**src/rtl/caliptra_ss_apb_fabric_pkg.sv**
```systemverilog
// Shared types and constants for the Caliptra SS APB fabric.
package caliptra_ss_apb_fabric_pkg;

  typedef enum logic [1:0] {
    StIdle,
    StDsSetup,
    StDsAccess,
    StResp
  } fabric_state_e;

  localparam int unsigned MaxTgt   = 8;
  localparam int unsigned ErrRdata = 0;

  // Width of a target index; a single-target fabric still carries one bit.
  function automatic int unsigned tgt_idx_w(input int unsigned n);
    return (n > 1) ? $clog2(n) : 1;
  endfunction

endpackage

```
**src/rtl/caliptra_ss_apb_fabric_if.sv**
```systemverilog
// Upstream completer and downstream requester signals of the APB fabric.
interface caliptra_ss_apb_fabric_if #(
  parameter int unsigned NUM_TGT = 2,
  parameter int unsigned ADDR_W  = 32,
  parameter int unsigned DATA_W  = 32
);
  logic                      s_psel;
  logic                      s_penable;
  logic [ADDR_W-1:0]         s_paddr;
  logic [2:0]                s_pprot;
  logic                      s_pwrite;
  logic [DATA_W-1:0]         s_pwdata;
  logic [DATA_W/8-1:0]       s_pstrb;
  logic [DATA_W-1:0]         s_prdata;
  logic                      s_pready;
  logic                      s_pslverr;

  logic [NUM_TGT-1:0]        m_psel;
  logic                      m_penable;
  logic [ADDR_W-1:0]         m_paddr;
  logic [2:0]                m_pprot;
  logic                      m_pwrite;
  logic [DATA_W-1:0]         m_pwdata;
  logic [DATA_W/8-1:0]       m_pstrb;
  logic [NUM_TGT*DATA_W-1:0] m_prdata;
  logic [NUM_TGT-1:0]        m_pready;
  logic [NUM_TGT-1:0]        m_pslverr;

  // Fabric side.
  modport slave (
    input  s_psel, s_penable, s_paddr, s_pprot, s_pwrite, s_pwdata, s_pstrb,
    output s_prdata, s_pready, s_pslverr,
    output m_psel, m_penable, m_paddr, m_pprot, m_pwrite, m_pwdata, m_pstrb,
    input  m_prdata, m_pready, m_pslverr
  );

  // Environment side: upstream requester plus downstream targets.
  modport master (
    output s_psel, s_penable, s_paddr, s_pprot, s_pwrite, s_pwdata, s_pstrb,
    input  s_prdata, s_pready, s_pslverr,
    input  m_psel, m_penable, m_paddr, m_pprot, m_pwrite, m_pwdata, m_pstrb,
    output m_prdata, m_pready, m_pslverr
  );
endinterface

```
**src/rtl/caliptra_ss_apb_addr_dec.sv**
```systemverilog
// Combinational base/mask priority decoder; the lowest matching index wins.
module caliptra_ss_apb_addr_dec
  import caliptra_ss_apb_fabric_pkg::*;
#(
  parameter int unsigned               NUM_TGT  = 2,
  parameter int unsigned               ADDR_W   = 32,
  parameter logic [NUM_TGT*ADDR_W-1:0] TGT_BASE = {32'h0001_0000, 32'h0000_0000},
  parameter logic [NUM_TGT*ADDR_W-1:0] TGT_MASK = {32'hFFFF_0000, 32'hFFFF_0000}
) (
  input  logic [ADDR_W-1:0]                 paddr_i,
  output logic                              hit_o,
  output logic [tgt_idx_w(NUM_TGT)-1:0]     idx_o,
  output logic [NUM_TGT-1:0]                onehot_o
);
  localparam int unsigned IdxW = tgt_idx_w(NUM_TGT);

  always_comb begin
    hit_o    = 1'b0;
    idx_o    = '0;
    onehot_o = '0;
    // Scan downwards so a lower-index match overrides any higher one.
    for (int i = NUM_TGT - 1; i >= 0; i--) begin
      if ((paddr_i & TGT_MASK[i*ADDR_W +: ADDR_W]) ==
          (TGT_BASE[i*ADDR_W +: ADDR_W] & TGT_MASK[i*ADDR_W +: ADDR_W])) begin
        hit_o = 1'b1;
        idx_o = IdxW'(i);
      end
    end
    if (hit_o) onehot_o[idx_o] = 1'b1;
  end

endmodule

```
**src/rtl/caliptra_ss_apb_fabric.sv**
```systemverilog
// APB fabric: one upstream completer fanned out to NUM_TGT registered requesters.
// Optional downstream wait timeout: define CALIPTRA_SS_APB_TIMEOUT_EN.
module caliptra_ss_apb_fabric
  import caliptra_ss_apb_fabric_pkg::*;
#(
  parameter int unsigned               NUM_TGT        = 2,
  parameter int unsigned               ADDR_W         = 32,
  parameter int unsigned               DATA_W         = 32,
  parameter logic [NUM_TGT*ADDR_W-1:0] TGT_BASE       = {32'h0001_0000, 32'h0000_0000},
  parameter logic [NUM_TGT*ADDR_W-1:0] TGT_MASK       = {32'hFFFF_0000, 32'hFFFF_0000},
  parameter int unsigned               TIMEOUT_CYCLES = 256
) (
  input logic                 core_clk,
  input logic                 cptra_rst_b,
  caliptra_ss_apb_fabric_if.slave bus
);
  localparam int unsigned IdxW  = tgt_idx_w(NUM_TGT);
  localparam int unsigned StrbW = DATA_W / 8;

  if (NUM_TGT < 1 || NUM_TGT > MaxTgt) begin : g_bad_num_tgt
    $error("NUM_TGT out of range");
  end

  fabric_state_e       state_q;
  logic [IdxW-1:0]     idx_q;
  logic [NUM_TGT-1:0]  psel_q;
  logic                penable_q;
  logic [ADDR_W-1:0]   paddr_q;
  logic [2:0]          pprot_q;
  logic                pwrite_q;
  logic [DATA_W-1:0]   pwdata_q;
  logic [StrbW-1:0]    pstrb_q;
  logic [DATA_W-1:0]   prdata_q;
  logic                pready_q;
  logic                pslverr_q;

  logic                dec_hit;
  logic [IdxW-1:0]     dec_idx;
  logic [NUM_TGT-1:0]  dec_onehot;
  logic                sel_ready;
  logic                sel_err;
  logic [DATA_W-1:0]   sel_rdata;
  logic                tmo_expire;

  caliptra_ss_apb_addr_dec #(
    .NUM_TGT  (NUM_TGT),
    .ADDR_W   (ADDR_W),
    .TGT_BASE (TGT_BASE),
    .TGT_MASK (TGT_MASK)
  ) u_addr_dec (
    .paddr_i  (bus.s_paddr),
    .hit_o    (dec_hit),
    .idx_o    (dec_idx),
    .onehot_o (dec_onehot)
  );

  assign sel_ready = bus.m_pready[idx_q];
  assign sel_err   = bus.m_pslverr[idx_q];
  assign sel_rdata = bus.m_prdata[int'(idx_q)*DATA_W +: DATA_W];

`ifdef CALIPTRA_SS_APB_TIMEOUT_EN
  localparam int unsigned CntW = $clog2(TIMEOUT_CYCLES + 1);
  logic [CntW-1:0] tmo_cnt_q;

  // Expires on the wait cycle that would bring the count to TIMEOUT_CYCLES.
  assign tmo_expire = (state_q == StDsAccess) && !sel_ready &&
                      (tmo_cnt_q == CntW'(TIMEOUT_CYCLES - 1));

  always_ff @(posedge core_clk or negedge cptra_rst_b) begin
    if (!cptra_rst_b) begin
      tmo_cnt_q <= '0;
    end else if (state_q == StDsAccess && !sel_ready && !tmo_expire) begin
      tmo_cnt_q <= tmo_cnt_q + 1'b1;
    end else begin
      tmo_cnt_q <= '0;
    end
  end
`else
  logic unused_timeout;
  assign unused_timeout = ^TIMEOUT_CYCLES;
  assign tmo_expire     = 1'b0;
`endif

  always_ff @(posedge core_clk or negedge cptra_rst_b) begin
    if (!cptra_rst_b) begin
      state_q   <= StIdle;
      idx_q     <= '0;
      psel_q    <= '0;
      penable_q <= 1'b0;
      paddr_q   <= '0;
      pprot_q   <= '0;
      pwrite_q  <= 1'b0;
      pwdata_q  <= '0;
      pstrb_q   <= '0;
      prdata_q  <= '0;
      pready_q  <= 1'b0;
      pslverr_q <= 1'b0;
    end else begin
      unique case (state_q)
        StIdle: begin
          if (bus.s_psel && bus.s_penable) begin
            idx_q <= dec_idx;
            if (dec_hit) begin
              psel_q   <= dec_onehot;
              paddr_q  <= bus.s_paddr;
              pprot_q  <= bus.s_pprot;
              pwrite_q <= bus.s_pwrite;
              pwdata_q <= bus.s_pwdata;
              pstrb_q  <= bus.s_pstrb;
              state_q  <= StDsSetup;
            end else begin
              // Unmapped: answer locally, downstream stays quiet.
              pready_q  <= 1'b1;
              pslverr_q <= 1'b1;
              prdata_q  <= DATA_W'(ErrRdata);
              state_q   <= StResp;
            end
          end
        end
        StDsSetup: begin
          penable_q <= 1'b1;
          state_q   <= StDsAccess;
        end
        StDsAccess: begin
          if (sel_ready || tmo_expire) begin
            psel_q    <= '0;
            penable_q <= 1'b0;
            paddr_q   <= '0;
            pprot_q   <= '0;
            pwrite_q  <= 1'b0;
            pwdata_q  <= '0;
            pstrb_q   <= '0;
            pready_q  <= 1'b1;
            pslverr_q <= sel_ready ? sel_err : 1'b1;
            prdata_q  <= (sel_ready && !sel_err && !pwrite_q) ? sel_rdata
                                                              : DATA_W'(ErrRdata);
            state_q   <= StResp;
          end
        end
        StResp: begin
          pready_q  <= 1'b0;
          pslverr_q <= 1'b0;
          prdata_q  <= '0;
          state_q   <= StIdle;
        end
        default: state_q <= StIdle;
      endcase
    end
  end

  assign bus.m_psel    = psel_q;
  assign bus.m_penable = penable_q;
  assign bus.m_paddr   = paddr_q;
  assign bus.m_pprot   = pprot_q;
  assign bus.m_pwrite  = pwrite_q;
  assign bus.m_pwdata  = pwdata_q;
  assign bus.m_pstrb   = pstrb_q;
  assign bus.s_prdata  = prdata_q;
  assign bus.s_pready  = pready_q;
  assign bus.s_pslverr = pslverr_q;

endmodule

```
**src/flat_wrapper.sv**
```systemverilog
// flat-port wrapper written by rule: the top's interface ports become plain ports
module caliptra_ss_apb_fabric_flat import caliptra_ss_apb_fabric_pkg::*;
#(
  parameter int unsigned               NUM_TGT        = 2,
  parameter int unsigned               ADDR_W         = 32,
  parameter int unsigned               DATA_W         = 32,
  parameter logic [NUM_TGT*ADDR_W-1:0] TGT_BASE       = {32'h0001_0000, 32'h0000_0000},
  parameter logic [NUM_TGT*ADDR_W-1:0] TGT_MASK       = {32'hFFFF_0000, 32'hFFFF_0000},
  parameter int unsigned               TIMEOUT_CYCLES = 256
)
  (core_clk, cptra_rst_b, bus_s_psel, bus_s_penable, bus_s_paddr, bus_s_pprot, bus_s_pwrite, bus_s_pwdata, bus_s_pstrb, bus_s_prdata, bus_s_pready, bus_s_pslverr, bus_m_psel, bus_m_penable, bus_m_paddr, bus_m_pprot, bus_m_pwrite, bus_m_pwdata, bus_m_pstrb, bus_m_prdata, bus_m_pready, bus_m_pslverr);
  caliptra_ss_apb_fabric_if #(.NUM_TGT(NUM_TGT), .ADDR_W(ADDR_W), .DATA_W(DATA_W)) bus_i ();
  input logic core_clk;
  input logic cptra_rst_b;
  input wire logic [$bits(bus_i.s_psel)-1:0] bus_s_psel;
  input wire logic [$bits(bus_i.s_penable)-1:0] bus_s_penable;
  input wire logic [$bits(bus_i.s_paddr)-1:0] bus_s_paddr;
  input wire logic [$bits(bus_i.s_pprot)-1:0] bus_s_pprot;
  input wire logic [$bits(bus_i.s_pwrite)-1:0] bus_s_pwrite;
  input wire logic [$bits(bus_i.s_pwdata)-1:0] bus_s_pwdata;
  input wire logic [$bits(bus_i.s_pstrb)-1:0] bus_s_pstrb;
  output wire logic [$bits(bus_i.s_prdata)-1:0] bus_s_prdata;
  output wire logic [$bits(bus_i.s_pready)-1:0] bus_s_pready;
  output wire logic [$bits(bus_i.s_pslverr)-1:0] bus_s_pslverr;
  output wire logic [$bits(bus_i.m_psel)-1:0] bus_m_psel;
  output wire logic [$bits(bus_i.m_penable)-1:0] bus_m_penable;
  output wire logic [$bits(bus_i.m_paddr)-1:0] bus_m_paddr;
  output wire logic [$bits(bus_i.m_pprot)-1:0] bus_m_pprot;
  output wire logic [$bits(bus_i.m_pwrite)-1:0] bus_m_pwrite;
  output wire logic [$bits(bus_i.m_pwdata)-1:0] bus_m_pwdata;
  output wire logic [$bits(bus_i.m_pstrb)-1:0] bus_m_pstrb;
  input wire logic [$bits(bus_i.m_prdata)-1:0] bus_m_prdata;
  input wire logic [$bits(bus_i.m_pready)-1:0] bus_m_pready;
  input wire logic [$bits(bus_i.m_pslverr)-1:0] bus_m_pslverr;
  assign bus_i.s_psel = bus_s_psel;
  assign bus_i.s_penable = bus_s_penable;
  assign bus_i.s_paddr = bus_s_paddr;
  assign bus_i.s_pprot = bus_s_pprot;
  assign bus_i.s_pwrite = bus_s_pwrite;
  assign bus_i.s_pwdata = bus_s_pwdata;
  assign bus_i.s_pstrb = bus_s_pstrb;
  assign bus_s_prdata = bus_i.s_prdata;
  assign bus_s_pready = bus_i.s_pready;
  assign bus_s_pslverr = bus_i.s_pslverr;
  assign bus_m_psel = bus_i.m_psel;
  assign bus_m_penable = bus_i.m_penable;
  assign bus_m_paddr = bus_i.m_paddr;
  assign bus_m_pprot = bus_i.m_pprot;
  assign bus_m_pwrite = bus_i.m_pwrite;
  assign bus_m_pwdata = bus_i.m_pwdata;
  assign bus_m_pstrb = bus_i.m_pstrb;
  assign bus_i.m_prdata = bus_m_prdata;
  assign bus_i.m_pready = bus_m_pready;
  assign bus_i.m_pslverr = bus_m_pslverr;
  caliptra_ss_apb_fabric #(.NUM_TGT(NUM_TGT), .ADDR_W(ADDR_W), .DATA_W(DATA_W), .TGT_BASE(TGT_BASE), .TGT_MASK(TGT_MASK), .TIMEOUT_CYCLES(TIMEOUT_CYCLES)) u_core (.core_clk(core_clk), .cptra_rst_b(cptra_rst_b), .bus(bus_i));
endmodule
```
**config.mk**
```make
export PLATFORM = sky130hd
export DESIGN_NAME = caliptra_ss_apb_fabric_flat
export DESIGN_NICKNAME = d
export VERILOG_FILES = /design/src/rtl/caliptra_ss_apb_fabric_pkg.sv /design/src/rtl/caliptra_ss_apb_fabric_if.sv /design/src/rtl/caliptra_ss_apb_addr_dec.sv /design/src/rtl/caliptra_ss_apb_fabric.sv /design/src/flat_wrapper.sv
export SDC_FILE = /design/constraint.sdc
export NUM_CORES = 1
export LEC_CHECK = 0
export BUFFER_PORTS_ARGS = -buffer_cell sky130_fd_sc_hd__buf_2
export CORE_AREA = 2 2 137 112
export CTS_CLUSTER_DIAMETER = 120
export CTS_CLUSTER_SIZE = 10
export DETAILED_ROUTE_END_ITERATION = 10
export DIE_AREA = 0 0 139 114
export PLACE_DENSITY = 0.71
export SYNTH_ARGS = -nofsm -noshare
export SYNTH_HDL_FRONTEND = slang
export SYNTH_SLANG_ARGS = --single-unit
```
**constraint.sdc**
```tcl
create_clock -name core_clk -period 2.9 [get_ports core_clk]
set_input_delay 0.29 -clock core_clk [delete_from_list [all_inputs] [get_ports core_clk]]
set_output_delay 0.29 -clock core_clk [all_outputs]
set_load 0.01 [all_outputs]
```
==> results by group, run 1 <==
STA
  – Hold slack: 0.165 ns
  – RSZ-0062 raised after global routing: no
  – Final min period: 2.35 ns
  – Final setup margin: 0.552 ns
  – Setup violators final: 0
  – Max-Slew Margin vs Limit: 55.2%
  – Max-slew violations: 0
  – Worst Tran Pin Value: 0.666 ns
  – Fin Setup TNS: 0 ns
  – Period utilisation layout: 81.0%
  – Setup Skew: 0.00610 ns
  – Final hold vios: 0
  – Max Clk Rate: 426 MHz

Synthesis
  – Synth Flop Type: dfrtp_1
  – Net Count, Synth: 628
  – Post-synth top area cell: dfrtp_1
  – Post-synthesis adder-cell area fraction: 1.01%
  – Post-Synth XOR/XNOR Area: 0%
  – Synth top cells by count: dfrtp_1, nand2_1, o21ai_0, o21ai_1, nor2_1
  – Post-synth ARST share: 100%
  – Yosys warnings: 0
  – Largest family of logic cells by synthesized area: multiplexers
  – Distinct cells, synth: 31
  – #FFs+latches synth: 112
  – Most frequent cell after synthesis: dfrtp_1
  – Post-synth EDFFs: 0
  – Synth area leaders: dfrtp_1, mux2i_1, mux2_1
  – Synthesized area: roughly 5000 µm²
  – Post-synth top area share: a little under three fifths
  – Cells after Synth: between 400 and 500
  – Post-synthesis compound-gate area fraction: between 10 and 15%
  – Avg Cell Area, Syn: 10.4 µm²
  – Post-Synth Simple-Gate Area: 10.5%
  – Mux contribution to synthesized area: 14.5%
  – Sequential area share after synthesis: 56.3%

Pwr
  – Clock share of power: between 20% and 30%
  – Seq pwr share: 36.2%
  – Sw Share: between 40% and 50%
  – Final Power: 6.15 mW
  – P_sw: 2.47 mW
  – Combinational Power Share: 43.6%
  – Int Pwr: 3.68 mW
  – Pwr dens: approximately 910 nW/µm²
  – VDD IR max: 0.465 mV
  – Leak pwr: 3.57 nW

Floorplan
  – IO Pins: between 200 and 300
  – Die X: 139 µm
  – Die Y: 114 µm
  – Core ar.: 14600 µm²
  – Site row count: 40
  – Initial Util: 34.0%
  – Die Footprint: 15800 µm²

Final layout
  – Syn-to-layout area delta: 35.2%
  – FILL cells: 1416
  – Fin nets: 863
  – # diodes: 0
  – Post-route cell area: 6730 µm²
  – Final Util: 46.0%
  – Non-filler cells, final: 908
  – Layout cells sized above 1: 39.9%

Setup path
  – Worst-path maximum fanout: 34
  – Startpoint types: flip-flop
  – Setup crit end kind: flip-flop
  – Kind of critical path: reg -> reg
  – Required time worst endpoint: 3.13 ns
  – Worst Reg2Reg Path Length in Cells: 7
  – Crit path arrival time: 2.58 ns

Worst hold path
  – Hold Crit Depth: 3
  – Hold Path Class: in -> reg

Clock tree
  – Reg clk slew, reported paths: 0.07 ns
  – Root Buffer Master: clkbuf_16
  – Worst skew pair latency: ~0.35 ns
  – CTS sink cnt: 112
  – CTS Buffer Depth: 2
  – TritonCTS clock tree: done
  – CTS H-tree lvls: 3
  – CTS buffer count: 9
  – Post-CTS setup buffers: 0

GRT
  – Initial antenna violation count: 0
  – Largest net degree at the start of global routing: 60
  – Grt ovf: 0
  – First-pass GRT wire length: roughly 22000 µm
  – Vias in the first global route: 4302
  – Overall global routing resource usage: between 10% and 20%

Placed design
  – Placed cell count: 892
  – Placer's final routability congestion estimate: 0.768
  – Dpl ws: approximately 0.54 ns
  – Placed Area: approximately 6400 µm²
  – Port bufs: about 250
  – Post-DP HPWL: 9540 µm

Flow run
  – Max_cap viols: 0

Outcome
  – Run status: finished, final reports clean

Detailed routing
  – Antenna-violating nets left: 0
  – Routed Wire Length: between 10000 and 15000 µm
  – Starting DRT DRC Count: 176
  – DRC viols: 0
  – First drt pass iteration count: 4
  – Routed length per placed instance: 14.8 µm
  – Post-DR vias/cell: between 4 and 5
  – Via count: 4379
-- critical path, stage by stage (launching register included) --
cell and delay, ns:
dfrtp_1 0.38, inv_1 0.09, ha_1 0.32, a21boi_0 0.19, a21o_1 0.22, a211oi_4 0.21, buf_4 0.43, mux2_2 0.39
-- kinds of logic (layout without fill, tap and decap cells) --
family                   Yosys count  count (layout)
AO/OA/AOI/OAI                    129             129
AND/OR/NAND/NOR                  123             123
adder cells (fa/ha/maj)            4               4
flip-flops                       112             112
buffers and inverters             44             283
multiplexers                      68              68
-- registers in the layout, summed over array words and instances (netlist names) --
signal / flops
u_core.bus.m_paddr: 32
u_core.bus.m_penable: 1
u_core.bus.m_pprot: 3
u_core.bus.m_psel: 2
u_core.bus.m_pstrb: 4
u_core.bus.m_pwdata: 32
u_core.bus.m_pwrite: 1
u_core.bus.s_prdata: 32
u_core.bus.s_pready: 1
u_core.bus.s_pslverr: 1
u_core.idx_q: 1
u_core.state_q: 2
-- per-layer routing --
layer  routed length (µm)  GRT usage, %
met4                  186          5.12
met5                    0             0
met2                 6240          27.4
met3                 1240          5.88
met1                 5800          22.4
-- area by class of cell --
| cell class | count | area, µm² | area share (%) |
|---|---|---|---|
| repair buffers | 263 | 1370 | 20.4 |
| flip-flops and latches | 112 | 2800 | 41.7 |
| clock buffers | 10 | 239 | 3.55 |
| well taps | 189 | 236 | 3.52 |
| inverters | 5 | 18.8 | 0.279 |
| multi-input cells | 324 | 2000 | 29.7 |
| clock inverters | 5 | 56.3 | 0.837 |
-- layout by cell type, fill, tap and decap left out, drive strengths merged, types with 3 or more instances in the layout --
| cell | count |
|---|---|
| and2 | 15 |
| mux2 | 34 |
| nor2 | 35 |
| dfrtp | 112 |
| buf | 262 |
| ha | 4 |
| mux2i | 34 |
| clkbuf | 10 |
| nand2 | 63 |
| o21ai | 119 |
| inv | 6 |
| nor4 | 3 |
-- path summary, 6_finish.rpt --
check,slack [ns],end,from
setup reg to reg,0.55,u_core.bus.s_prdata[2],u_core.state_q[0]
max in group asynchronous,1.66,u_core.idx_q,cptra_rst_b
hold reg to reg,0.48,u_core.bus.s_prdata[27],u_core.bus.s_prdata[27]
setup / recovery,0.55,u_core.bus.s_prdata[2],u_core.state_q[0]
min in group asynchronous,0.50,u_core.bus.m_pwdata[7],cptra_rst_b
hold / removal,0.17,u_core.bus.m_pwdata[17],bus_s_pwdata[17]
-- power by group through the flow --
stage | clock network, mW | registers (mW) | logic [mW]
2_1_floorplan | 0 | 2.45 | 1.53
3_3_place_gp | 0 | 2.24 | 2.69
3_5_place_dp | 0 | 2.24 | 2.75
4_1_cts | 1.30 | 2.23 | 2.74
5_1_grt | 1.35 | 2.29 | 3.01
6_report | 1.24 | 2.23 | 2.68
-- timing repair --
action,CTS,global route
hold buffers,1,0
endpoints found under the hold margin,48,0
resized for setup,0,0
Note: power is estimated with default switching activity, not from simulation.
==> inputs of run 2 (changes only) <==
--- a/config.mk
+++ b/config.mk
@@ -5,13 +5,14 @@
 export SDC_FILE = /design/constraint.sdc
 export NUM_CORES = 1
 export LEC_CHECK = 0
+export ABC_AREA = 1
 export BUFFER_PORTS_ARGS = -buffer_cell sky130_fd_sc_hd__buf_2
-export CORE_AREA = 2 2 137 112
+export CORE_AREA = 2 2 145 119
 export CTS_CLUSTER_DIAMETER = 120
 export CTS_CLUSTER_SIZE = 10
 export DETAILED_ROUTE_END_ITERATION = 10
-export DIE_AREA = 0 0 139 114
-export PLACE_DENSITY = 0.71
+export DIE_AREA = 0 0 147 121
+export PLACE_DENSITY = 0.7
 export SYNTH_ARGS = -nofsm -noshare
 export SYNTH_HDL_FRONTEND = slang
 export SYNTH_SLANG_ARGS = --single-unit
==> constraint.sdc (replaced) <==
create_clock -name core_clk -period 2.4 [get_ports core_clk]
set_input_delay 0.24 -clock core_clk [delete_from_list [all_inputs] [get_ports core_clk]]
set_output_delay 0.24 -clock core_clk [all_outputs]
set_load 0.01 [all_outputs]
==> results by group, run 2 <==
STA
  – Final min period: 1.94 ns (-0.406 ns)
  – Final hold vios: 0 (unchanged)
  – Setup Skew: 0.00664 ns (+0.000545 ns)
  – RSZ-0062 raised after global routing: no
  – Hold slack: 0.196 ns (+0.0308 ns)
  – Period utilisation layout: 80.9% (about the same)
  – Max-slew violations: 0 (unchanged)
  – Setup violators final: 0 (unchanged)
  – Max Clk Rate: 515 MHz (+21%)
  – Max-Slew Margin vs Limit: 64.3% (+9.1 points)
  – Fin Setup TNS: 0 ns (unchanged)
  – Worst Tran Pin Value: 0.535 ns (-0.130 ns)
  – Final setup margin: 0.458 ns (-0.0941 ns)

Pwr
  – VDD IR max: 0.460 mV (-0.98%)
  – Pwr dens: 1090 nW/µm² (+19%)
  – Leak pwr: 4.41 nW (+24%)
  – Clock share of power: 18.3% (-1.8 points)
  – Seq pwr share: 34.1% (-2.1 points)
  – Sw Share: 43.8% (+3.7 points)
  – Final Power: 8.04 mW (+31%)
  – P_sw: 3.52 mW (+43%)
  – Combinational Power Share: 47.6% (+4.0 points)
  – Int Pwr: 4.51 mW (+23%)

Final layout
  – Fin nets: 1122 (+30%)
  – Layout cells sized above 1: 33.4% (-6.5 points)
  – FILL cells: 1699 (+20%)
  – Final Util: 45.2% (-0.80 points)
  – Non-filler cells, final: 1199 (+32%)
  – Most frequent cells in the layout: buf_2, nand2_1, dfrtp_1, nand3_1, nor2_1
  – Most common cell after layout, fill and taps aside: buf_2
  – Syn-to-layout area delta: 31.6%
  – Post-route cell area: 7370 µm² (+9.5%)
  – # diodes: 0 (unchanged)

Detailed routing
  – DRC viols: 0 (unchanged)
  – Routed Wire Length: 15400 µm (+14%)
  – Via count: 5426 (+24%)
  – First drt pass iteration count: 4 (unchanged)
  – Routed length per placed instance: 12.8 µm (-14%)
  – Antenna-violating nets left: 0 (unchanged)
  – Starting DRT DRC Count: 292 (+66%)
  – Post-DR vias/cell: 4.53 (-6.2%)

Clock tree
  – TritonCTS clock tree: done
  – # hold bufs at CTS: 1 (unchanged)
  – Root Buffer Master: clkbuf_16
  – Post-CTS setup buffers: 0 (unchanged)
  – Reg clk slew, reported paths: 0.08 ns (about the same)
  – CTS H-tree lvls: 3 (unchanged)
  – CTS sink cnt: 112 (unchanged)
  – CTS buffer count: 9 (unchanged)
  – Worst skew pair latency: 0.34 ns (about the same)
  – PostCTS Resize Cnt: 0 (unchanged)
  – CTS Buffer Depth: 2 (unchanged)

Placed design
  – Placed cell count: 1182 (+33%)
  – Port bufs: 252 (unchanged)
  – Placed Area: 7070 µm² (+10%)
  – Dpl ws: 0.469 ns (-0.0720 ns)
  – Placer's final routability congestion estimate: 0.763 (-0.68%)
  – Post-DP HPWL: 11000 µm (+16%)

GRT
  – First-pass GRT wire length: 24800 µm (+14%)
  – Grt ovf: 0 (unchanged)
  – Largest net degree at the start of global routing: 60 (unchanged)
  – Initial antenna violation count: 0 (unchanged)
  – Vias in the first global route: 5148 (+20%)
  – Overall global routing resource usage: 17.2% (about the same)

Synthesis
  – Sequential area share after synthesis: 50.1% (-6.3 points)
  – Net Count, Synth: 889 (+42%)
  – Yosys warnings: 0 (unchanged)
  – Cells after Synth: 741 (+54%)
  – Synth top cells by count: nand2_1, dfrtp_1, nand3_1, nor2_1, inv_1
  – Most frequent cell after synthesis: nand2_1
  – #FFs+latches synth: 112 (unchanged)
  – Post-synth top area share: 50.1% (-6.3 points)
  – Avg Cell Area, Syn: 7.56 µm² (-27%)
  – Synthesized area: 5600 µm² (+13%)
  – Synth area leaders: dfrtp_1, nand2_1, nand3_1
  – Post-synth ARST share: 100% (unchanged)
  – Post-synth EDFFs: 0 (unchanged)
  – Synth Flop Type: dfrtp_1
  – Post-synth top area cell: dfrtp_1
  – Distinct cells, synth: 23 (-26%)

Setup path
  – Setup crit end kind: flip-flop
  – Max incr delay on CP: 0.41 ns (-0.02 ns)
  – Startpoint types: flip-flop
  – Kind of critical path: reg -> reg
  – Required time worst endpoint: 2.69 ns (-0.44 ns)
  – Crit path arrival time: 2.23 ns (-0.35 ns)
  – Slowest CP cell: dfrtp_1
  – Crit-path cells: inv_1, ha_2, buf_4, nand3_1, buf_4, nor3_1, nand3_1, nand2_1
  – Worst-path maximum fanout: 28 (-18%)

Floorplan
  – IO Pins: 253 (unchanged)
  – Core ar.: 16300 µm² (+11%)
  – Die Footprint: 17800 µm² (+12%)
  – Die X: 147 µm (+5.8%)
  – Die Y: 121 µm (+6.1%)
  – Site row count: 42 (+5.0%)
  – Initial Util: 34.4% (+0.33 points)

Flow run
  – Max_cap viols: 0 (unchanged)

Outcome
  – Run status: finished, final reports clean

Worst hold path
  – Hold Path Class: in -> reg
[run 2: cells by family (layout without fill, tap and decap cells)]
group,after synthesis,after routing,share of synthesized area (%)
adders and majority gates,4,4,0.894
AOI/OAI and AO/OA,42,42,4.04
buffers and inverters,131,369,9.88
and+or+nand+nor,452,452,35.1
DFF,112,112,50.1
[run 2: final timing paths]
check | to | start | cells past startpoint | slack (ns)
hold / removal | u_core.bus.m_pwdata[24] | bus_s_pwdata[24] | 5 | 0.20
max in group asynchronous | u_core.bus.m_pwdata[0] | cptra_rst_b | 3 | 1.31
min in group asynchronous | u_core.bus.m_pprot[0] | cptra_rst_b | 2 | 0.36
setup reg to reg | u_core.bus.s_prdata[25] | u_core.state_q[0] | 8 | 0.46
hold reg to reg | u_core.bus.m_paddr[11] | u_core.bus.m_paddr[11] | 2 | 0.46
setup / recovery | u_core.bus.s_prdata[25] | u_core.state_q[0] | 8 | 0.46
[run 2: layout make-up]
cell class | count | area [µm²] | area share [%]
sequential | 112 | 2800 | 38.0
clock inverter | 6 | 48.8 | 0.662
clock buffer | 10 | 239 | 3.24
tap | 220 | 275 | 3.74
inverter | 82 | 308 | 4.18
multi-input combinational | 498 | 2250 | 30.5
timing repair buffer | 271 | 1450 | 19.6
[run 2: worst max-delay path: cells and delay by family (launching register included)]
family,cells,cell delay [ns]
flip-flops,1,0.41
adder cells (fa/ha/maj),1,0.22
buffers and inverters,3,0.67
AND/OR/NAND/NOR,4,0.57
[run 2: metal layers]
| layer | vias up | wire length (µm) | GRT usage (%) |
|---|---|---|---|
| li1 | 2754 | - | - |
| met1 | 2477 | 7060 | 22.7 |
| met2 | 171 | 6880 | 27.8 |
| met3 | 24 | 1090 | 4.51 |
| met4 | 0 | 331 | 5.47 |
| met5 | - | 0 | 0 |
[run 2: power by group through the flow]
stage               combinational (mW)  clock, mW  sequential [mW]
floorplan                         2.34          0             3.00
global placement                  3.85          0             2.76
detailed placement                3.90          0             2.76
CTS                               3.90       1.52             2.74
global route                      4.31       1.59             2.81
finish                            3.83       1.47             2.74
==> inputs of run 3 (changes only) <==
--- a/config.mk
+++ b/config.mk
@@ -12,7 +12,7 @@
 export CTS_CLUSTER_SIZE = 10
 export DETAILED_ROUTE_END_ITERATION = 10
 export DIE_AREA = 0 0 147 121
-export PLACE_DENSITY = 0.7
+export PLACE_DENSITY = 0.72
 export SYNTH_ARGS = -nofsm -noshare
 export SYNTH_HDL_FRONTEND = slang
 export SYNTH_SLANG_ARGS = --single-unit
==> constraint.sdc (replaced) <==
create_clock -name core_clk -period 1.6 [get_ports core_clk]
set_input_delay 0.16 -clock core_clk [delete_from_list [all_inputs] [get_ports core_clk]]
set_output_delay 0.16 -clock core_clk [all_outputs]
set_load 0.01 [all_outputs]
==> results by group, run 3 (synthesis results as in run 2) <==
Outcome
  – Run status: finished, violations left
  – Failing checks: negative setup slack

Pwr
  – Seq pwr share: 27.5% (-6.6 points)
  – Sw Share: 42.9% (-0.93 points)
  – VDD IR max: 0.935 mV (+100%)
  – P_sw: 6.53 mW (+85%)
  – Clock share of power: 14.2% (-4.1 points)
  – Pwr dens: 1860 nW/µm² (+70%)
  – Leak pwr: 4.70 nW (+6.7%)
  – Int Pwr: 8.69 mW (+93%)
  – Combinational Power Share: 58.3% (+11 points)

STA
  – Final hold vios: 0 (unchanged)
  – Hold slack: 0.113 ns (-0.0832 ns)
  – Fin Setup TNS: -4.16 ns (-4.16 ns)
  – Max-slew violations: 0 (unchanged)
  – RSZ-0062 raised after global routing: yes
  – Max Clk Rate: 597 MHz (+16%)
  – Final setup margin: -0.0763 ns (-0.534 ns)
  – Setup violators final: 93 (+93)
  – Period utilisation layout: 105% (+24 points)
  – Final min period: 1.68 ns (-0.266 ns)
  – Setup Skew: 0.00862 ns (+0.00198 ns)
  – Max-Slew Margin vs Limit: 59.5% (-4.8 points)
  – Worst Tran Pin Value: 0.608 ns (+0.0721 ns)

Floorplan
  – Core ar.: 16300 µm² (unchanged)
  – Die Footprint: 17800 µm² (unchanged)
  – IO Pins: 253 (unchanged)
  – Die Y: 121 µm (unchanged)
  – Die X: 147 µm (unchanged)
  – Initial Util: 34.4% (unchanged)
  – Site row count: 42 (unchanged)

Clock tree
  – CTS buffer count: 9 (unchanged)
  – TritonCTS clock tree: done
  – CTS H-tree lvls: 3 (unchanged)
  – CTS Buffer Depth: 2 (unchanged)
  – Root Buffer Master: clkbuf_16
  – Reg clk slew, reported paths: 0.08 ns (about the same)
  – Worst skew pair latency: 0.35 ns (about the same)
  – CTS sink cnt: 112 (unchanged)

Placed design
  – Port bufs: 252 (unchanged)
  – Post-DP HPWL: 11600 µm (+5.5%)
  – Dpl ws: -0.127 ns (-0.596 ns)
  – Placer's final routability congestion estimate: 0.798 (+4.7%)

Detailed routing
  – Antenna-violating nets left: 0 (unchanged)
  – Post-DR vias/cell: 4.64 (+2.5%)
  – DRC viols: 0 (unchanged)
  – Routed Wire Length: 17800 µm (+16%)
  – Via count: 5699 (+5.0%)
  – First drt pass iteration count: 5 (+1)
  – Routed length per placed instance: 14.5 µm (+13%)
  – Starting DRT DRC Count: 360 (+23%)

Final layout
  – Final Util: 50.3% (+5.0 points)
  – FILL cells: 1608 (-5.4%)
  – Layout cells sized above 1: 41.5% (+8.1 points)
  – # diodes: 0 (unchanged)
  – Most frequent cells in the layout: buf_2, nand2_1, dfrtp_1, nor2_1, inv_1
  – Syn-to-layout area delta: 46.2%
  – Fin nets: 1152 (+2.7%)
  – Most common cell after layout, fill and taps aside: buf_2

Setup path
  – Slowest CP cell: dfrtp_1
  – Startpoint types: flip-flop
  – Worst path bufs/invs: 4 (+1)
  – Worst Reg2Reg Path Length in Cells: 10 (+2)
  – Worst-path maximum fanout: 13 (-54%)
  – Required time worst endpoint: 1.85 ns (-0.84 ns)
  – WP depth: 10 (+2)
  – Setup crit end kind: flip-flop
  – Crit path arrival time: 1.93 ns (-0.30 ns)
  – Crit-path cells: buf_6, ha_4, inv_4, o21ai_4, nor2_4, buf_12, nand2_8, buf_12, nand2_1, nand2_1
  – Top delay family on crit path: buffers and inverters
  – Max incr delay on CP: 0.41 ns (about the same)
  – Kind of critical path: reg -> reg

GRT
  – Vias in the first global route: 5313 (+3.2%)
  – Overall global routing resource usage: 18.9% (+1.8 points)
  – Largest net degree at the start of global routing: 113 (+88%)
  – Grt ovf: 0 (unchanged)
  – First-pass GRT wire length: 26900 µm (+8.6%)
  – Initial antenna violation count: 0 (unchanged)

Worst hold path
  – Hold Path Class: in -> reg
  – Hold Crit Depth: 5 (unchanged)

Flow run
  – Max_cap viols: 0 (unchanged)
run 3: final cells by class:
cell class                 instances  area [µm²]  share of cell area (%)
sequential                       112        2800                    34.2
multi-input combinational        498        2520                    30.8
timing repair buffer             301        1990                    24.4
inverter                          82         318                    3.88
tap                              220         275                    3.36
clock buffer                      10         229                    2.80
clock inverter                     6        50.0                   0.611
run 3: worst register-to-register path, delay by kind of cell, from the launching register on:
kind	cells	cell delay (ns)
buf+inv	4	0.53
flops	1	0.41
simple gates	4	0.38
fa+ha+maj	1	0.18
compound gates	1	0.07
run 3: worst paths after layout:
kind                                                end  slack (ns)                    from
worst max-delay path              u_core.bus.m_pprot[2]       -0.08       u_core.state_q[1]
worst min-delay path            u_core.bus.m_pwdata[24]        0.11        bus_s_pwdata[24]
worst max register to register    u_core.bus.m_pprot[2]       -0.08       u_core.state_q[1]
worst min register to register   u_core.bus.s_prdata[3]        0.47  u_core.bus.s_prdata[3]
max in group asynchronous        u_core.bus.m_pwdata[8]        0.72             cptra_rst_b
min in group asynchronous       u_core.bus.s_prdata[29]        0.42             cptra_rst_b
run 3: repair_timing:
| item | in CTS | in global routing |
|---|---|---|
| hold buffers | 1 | 0 |
| pin swaps | 2 | 16 |
| gates resized for setup | 16 | 68 |
| endpoints found under the hold margin | 112 | 0 |
| buffers inserted | 6 | 1 |
| setup endpoints to repair | 108 | 109 |
| gates cloned | 4 | 6 |
run 3: layer usage:
| metal | track usage, % | wire length [µm] |
|---|---|---|
| met1 | 25.8 | 8380 |
| met2 | 30.5 | 8270 |
| met3 | 3.91 | 943 |
| met4 | 5.83 | 238 |
| met5 | 0 | 0 |
run 3: power by group through the flow:
stage,logic [mW],clock network (mW),registers (mW)
floorplan,3.56,0,4.50
global placement,6.36,0,4.17
detailed placement,6.51,0,4.17
CTS,7.63,2.23,4.14
global route,9.62,2.35,4.27
finish,8.88,2.16,4.18
run 3: stage by stage:
step / instance area, µm² / instances / power [mW]
floorplan: 5620 / 741 / 8.06
global placement: 7280 / 1196 / 10.5
detailed placement: 7280 / 1196 / 10.7
CTS: 7790 / 1223 / 14.0
global route: 8190 / 1229 / 16.2
finish: 8190 / 1229 / 15.2
